===== config.mk =====
export PLATFORM = sky130hd
export DESIGN_NAME = branch_predict_unit
export DESIGN_NICKNAME = d
export VERILOG_FILES = /design/src/rtl/branch_predict_unit.sv
export SDC_FILE = /design/constraint.sdc
export NUM_CORES = 1
export LEC_CHECK = 0
export ABC_AREA = 0
export BUFFER_PORTS_ARGS = -buffer_cell sky130_fd_sc_hd__buf_2
export CAP_MARGIN = 20
export CORE_MARGIN = 3
export CORE_UTILIZATION = 40
export DETAILED_ROUTE_END_ITERATION = 7
export GPL_TIMING_DRIVEN = 0
export PLACE_DENSITY_LB_ADDON = 0.1
export SLEW_MARGIN = 25
export SYNTH_ARGS = -nofsm -noshare
export SYNTH_HDL_FRONTEND = slang
export SYNTH_SLANG_ARGS = --single-unit

===== constraint.sdc =====
create_clock -name clk -period 2.9 [get_ports clk]
set_input_delay 0.58 -clock clk [delete_from_list [all_inputs] [get_ports clk]]
set_output_delay 0.58 -clock clk [all_outputs]
set_load 0.005 [all_outputs]

===== src/rtl/branch_predict_unit.sv =====
// Resolves RV32I conditional branches and predicts fetch-stage branches with a
// direct-mapped table of 2-bit saturating counters, plus flush and perf counters.
module branch_predict_unit #(
  parameter int         XLEN        = 32,
  parameter int         BHT_ENTRIES = 16,
  parameter int         INDEX_LSB   = 2,
  parameter logic [1:0] CTR_INIT    = 2'b01,
  parameter int         CNT_W       = 32
) (
  input  logic             clk,
  input  logic             rst,
  input  logic             stall,
  input  logic [XLEN-1:0]  lookup_pc,
  output logic             pred_taken,
  input  logic             branchSignal,
  input  logic [XLEN-1:0]  res_pc,
  input  logic             pred_was_taken,
  input  logic             zf,
  input  logic             cf,
  input  logic             sf,
  input  logic             vf,
  input  logic [2:0]       funct3,
  output logic             PCSrc,
  output logic             mispredict,
  output logic             flush,
  input  logic             perf_clr,
  output logic [CNT_W-1:0] br_count,
  output logic [CNT_W-1:0] mp_count
);

  localparam int IDX_W = $clog2(BHT_ENTRIES);
  localparam logic [CNT_W-1:0] CNT_ONE = CNT_W'(1);
  localparam logic [CNT_W-1:0] CNT_MAX = '1;

  logic [1:0]       bht [BHT_ENTRIES];
  logic [IDX_W-1:0] lookup_idx;
  logic [IDX_W-1:0] res_idx;
  logic             cond;
  logic             update_en;
  logic             unused_pc_bits;

  assign lookup_idx     = lookup_pc[INDEX_LSB +: IDX_W];
  assign res_idx        = res_pc[INDEX_LSB +: IDX_W];
  assign unused_pc_bits = ^{lookup_pc, res_pc};

  // No bypass: a same-cycle update becomes visible on the next cycle.
  assign pred_taken = bht[lookup_idx][1];

  always_comb begin
    cond = 1'b0;
    case (funct3)
      3'b000:  cond = zf;
      3'b001:  cond = ~zf;
      3'b100:  cond = sf ^ vf;
      3'b101:  cond = ~(sf ^ vf);
      3'b110:  cond = ~cf;
      3'b111:  cond = cf;
      default: cond = 1'b0;
    endcase
  end

  assign PCSrc      = cond & branchSignal;
  assign mispredict = branchSignal & (PCSrc != pred_was_taken);
  assign update_en  = ~stall & branchSignal;

  always_ff @(posedge clk) begin
    if (!rst) begin
      for (int i = 0; i < BHT_ENTRIES; i++) begin
        bht[i] <= CTR_INIT;
      end
    end else if (update_en) begin
      if (PCSrc) begin
        if (bht[res_idx] != 2'b11) bht[res_idx] <= bht[res_idx] + 2'd1;
      end else begin
        if (bht[res_idx] != 2'b00) bht[res_idx] <= bht[res_idx] - 2'd1;
      end
    end
  end

  always_ff @(posedge clk) begin
    if (!rst) begin
      flush <= 1'b0;
    end else begin
      flush <= mispredict & ~stall;
    end
  end

  // Counters saturate so long runs never wrap back to small values.
  always_ff @(posedge clk) begin
    if (!rst) begin
      br_count <= '0;
      mp_count <= '0;
    end else if (perf_clr) begin
      br_count <= '0;
      mp_count <= '0;
    end else if (update_en) begin
      if (br_count != CNT_MAX) br_count <= br_count + CNT_ONE;
      if (mispredict && (mp_count != CNT_MAX)) mp_count <= mp_count + CNT_ONE;
    end
  end

endmodule


# Yosys cells after proc, flatten, opt, wreduce, memory -nomap -nowiden
# Memory sizes are Yosys's and may differ from the RTL's.
# Cells that the tools add are included.
# totals
wordCells,51
output_inout_bits,68
register_bits,65
in_bits,77
n_memories,1
mem_bits_ro,0
ram_bits,32
latchBits,0
# op_classes
n_eq_ne,9
mul,0
n_shift,0
muxes,16
n_lt_le_gt_ge,0
addsub,4
n_bitwise,11
reduce_logical,7
div_mod_pow,0
# memory_table
memory,depth,width,read_ports,rd_clocked_by_memory_dff,wr,line,rtl
bht,16,2,2,0,16,35,logic [1:0] bht [BHT_ENTRIES];
# ops
cell,n
32-bit by 1-bit adder with 32-bit output (second input constant),2
32-bit inequality test (second input constant),2
3-bit == test (second input constant),4
1-bit 2-to-1 mux,12
1-bit one-hot mux with 6 select lines,1
1-bit inverter,5
1-bit bitwise AND,4
2-bit 2-to-1 mux,2
4-bit 2-to-1 mux,1
2-bit AND reduction,2
2-bit OR reduction,2
3-bit by 1-bit == test with 1-bit output (second input constant),1
3-bit zero test,1
2-bit by 1-bit adder with 2-bit output (second input constant),1
2-bit inequality test (second input constant),1
2-bit nonzero test,1
2-bit by 1-bit subtractor with 2-bit output (second input constant),1
1-bit logical AND,1
1-bit inequality test,1
1-bit OR,1
1-bit XOR,1

# Longest topological paths before layout
# depth
ltp_word,11
depth_mapped,9
mapped_depth_nobuf,7

# Worst setup path after synthesis
# No wires, ideal clock.
# synth_timing
path_type,input to register
start,input res_pc[3]
end,"memory bht[1][0], enable pin"
setup_ns,0.314
n_path_buf,1
stages,7
arrival_ns,2.286
path_slack_ns,0.300
required_time_ns,2.586
path_cell_list,buf_6 > mux4_2 > mux2i_2 > or2_2 > o21ai_2 > or4_4 > o21ai_1
# synth_lines
item,line,rtl
start: declaration,16,"input logic [XLEN-1:0] res_pc,"
end: declaration,35,

==> run metrics <==
asr flop ratio synth=0%; Hold-fix buffers, CTS=0; Comb pwr share=9.0%; total power draw=2.93 mW; final cell count without fillers=around 840; core area=0.0128 mm2; GRT Residual Overflow=0; dpl cells=821; cts repair resizes=0; CTS Buffer Depth=2; Die Wd=approximately 120 um; Post-DP Area=between 0.005 and 0.006 mm2; Post-synth EDFFs=32; die area=0.0147 mm2; max_cap viols=0; drt first pass iters=5; initial core utilization=41.5%; final period utilization=92.3%; DR vias=4771; final setup fails=0; die height=121 um; CTS H-tree lvls=3; Sw Share=approximately a quarter; Primary FF master, synth=dfxtp_1; Final ANT Viol Nets=0; Seq pwr share=48.4%; CTS Buf Count=9; worst-path maximum fanout=10; synthesized area=0.00530 mm2; fin nets=739; Finished Cell Area=0.00625 mm2; Slew headroom=50.5%; first-pass GRT wire length=23400 um; dpl ws=-0.110 ns; Post-CTS Setup Bufs=0; Clk pin slew, worst setup/hold paths=0.07 ns; startpoint class of the critical path=input pin; antenna violations before repair=1; drt total wl=14700 um; gr usage total=20.5%; row count=41; IO Pins=145; hold path cells=2; Pint=2.19 mW; clock root cell=clkbuf_16; sequential share of the synthesized area=42.7%; P_sw=0.740 mW; layout cells sized above 1=between 20% and 30%; vias per cell=5.70; drt drc=0; leakage=2.12 nW; Setup WS post-layout=0.224 ns; mean routed wirelength per cell=roughly 18 um; layout overhead on the synthesized area=17.8%; VDD IR max=0.000328 V; #FFs+latches synth=97; number of diodes=0; vias in the first global route=4437; Clk network pwr share=42.6%; unrepaired setup endpoints after global routing=false; largest net degree at the start of global routing=18; Synth warnings=0; Routability Congestion=about 0.93; clock skew=0.00830 ns; Final Max Slew Viols=0; I/O Buffers=85; # fillers=1265; Mapped Cells=564; Clock Latency Late Sink=between 0.3 and 0.4 ns; hold crit path type=reg -> reg; Req. time, crit path=between 2 and 3 ns; Slew @ Worst Pin=between 0.7 and 0.8 ns; Yosys cell types=60; Worst setup EP type=flop; CTS tree=done; syn_nets=643; WP data arrival=2.67 ns; post-DP HPWL=between 10000 and 15000 um; outcome=finished clean; reg2reg path depth=5; power per standard cell area=469 mW/mm2; Min Clock Period, post-route=2.68 ns; Hold Slack=0.493 ns; Hold Fails Final Rpt=0; Avg Cell Area, Syn=9.40 um2; # clock sinks=97; critical path type=in -> reg; fmax=roughly 0.37 GHz; DR iter-0 viols=388
## synth_stat cells (all sizes together) (9+ instances only)
cell type | instances | area (um2)
buf | 9 | 58.8
nand3 | 28 | 140
or3 | 22 | 138
nand2b | 10 | 62.6
or4 | 12 | 93.8
mux2i | 9 | 139
edfxtp | 32 | 961
nand2 | 52 | 195
nor2 | 42 | 160
nor4 | 11 | 83.8
mux4 | 13 | 293
xnor2 | 21 | 184
and3 | 14 | 87.6
clkbuf | 24 | 90.1
nand4 | 23 | 150
a21oi | 30 | 150
nor3 | 25 | 130
dfxtp | 65 | 1300
o21ai | 38 | 205
## worst max-delay path, stage by stage
cell and delay (ns):
buf_2 0.21, buf_4 0.22, mux4_2 0.32, mux2i_2 0.31
or2_2 0.19, o21ai_1 0.10, o41ai_1 0.73
## final cells by class
class	instances	area [um2]	share of cell area, %
Buffer	33	149	2.38
Clock buffer	9	225	3.61
Clock inverter	7	78.8	1.26
Inverter	7	26.3	0.421
Multi-Input combinational cell	427	2870	45.9
Sequential cell	97	2260	36.2
Tap cell	172	215	3.44
Timing Repair Buffer	85	425	6.81
## metrics by stage
stage / setup TNS (ns) / util (%)
final: 0 / 48.9
after global routing: 0 / 48.9
after CTS: 0 / 48.9
after detailed placement: -1.39 / 46.5
after global placement: -0.339 / 46.5
after floorplan: 0 / -
## power groups by stage
stage	registers, mW	logic [mW]	clock network, mW
final	1.42	0.263	1.25
after global routing	1.42	0.288	1.33
after CTS	1.42	0.265	1.27
after detailed placement	1.45	0.264	0
after global placement	1.45	0.260	0
after floorplan	1.45	0.181	0
## cells by family after synthesis
| group | share of synthesized area [%] |
|---|---|
| compound gates | 11.3 |
| xor+xnor | 4.91 |
| buf+inv | 3.30 |
| fa+ha+maj | 0.472 |
| simple gates | 29.0 |
| mux | 8.35 |
| flops | 42.7 |
## metal layers
| layer | track usage (%) | vias to the layer above | wire length [um] |
|---|---|---|---|
| met5 | 0 | - | 13 |
| met2 | 32.3 | 146 | 6890 |
| met1 | 27.9 | 2278 | 6650 |
| li1 | - | 2324 | - |
| met3 | 5.87 | 21 | 926 |
| met4 | 5.04 | 2 | 206 |
## worst paths after layout
kind                        startpoint                         to  slack, ns
max reg2reg   bht[14][1]$_SDFFCE_PN0P_    bht[6][0]$_SDFFCE_PN1P_       0.26
min reg2reg  mp_count[19]$_SDFFE_PP0P_  mp_count[19]$_SDFFE_PP0P_       0.49
max                          res_pc[5]    bht[6][0]$_SDFFCE_PN1P_       0.22
min          mp_count[19]$_SDFFE_PP0P_  mp_count[19]$_SDFFE_PP0P_       0.49
## cell usage in the layout (no fill, tap or decap), types with 11 or more instances in the layout
| cell type | instances |
|---|---|
| and3_1 | 14 |
| or4_1 | 11 |
| clkbuf_1 | 24 |
| edfxtp_1 | 32 |
| dfxtp_1 | 65 |
| nand3_1 | 28 |
| nand2_1 | 52 |
| a21oi_1 | 30 |
| o21ai_0 | 23 |
| or3_1 | 22 |
| xnor2_1 | 21 |
| buf_2 | 90 |
| o21ai_1 | 13 |
| nor2_1 | 41 |
| mux4_2 | 13 |
| nor3_1 | 24 |
| nand4_1 | 22 |
## sequential cells by signal (all words and copies together) (netlist names)
signal / count
bht: 32
br_count: 32
flush: 1
mp_count: 32
Note: power is estimated with default switching activity, not from simulation.
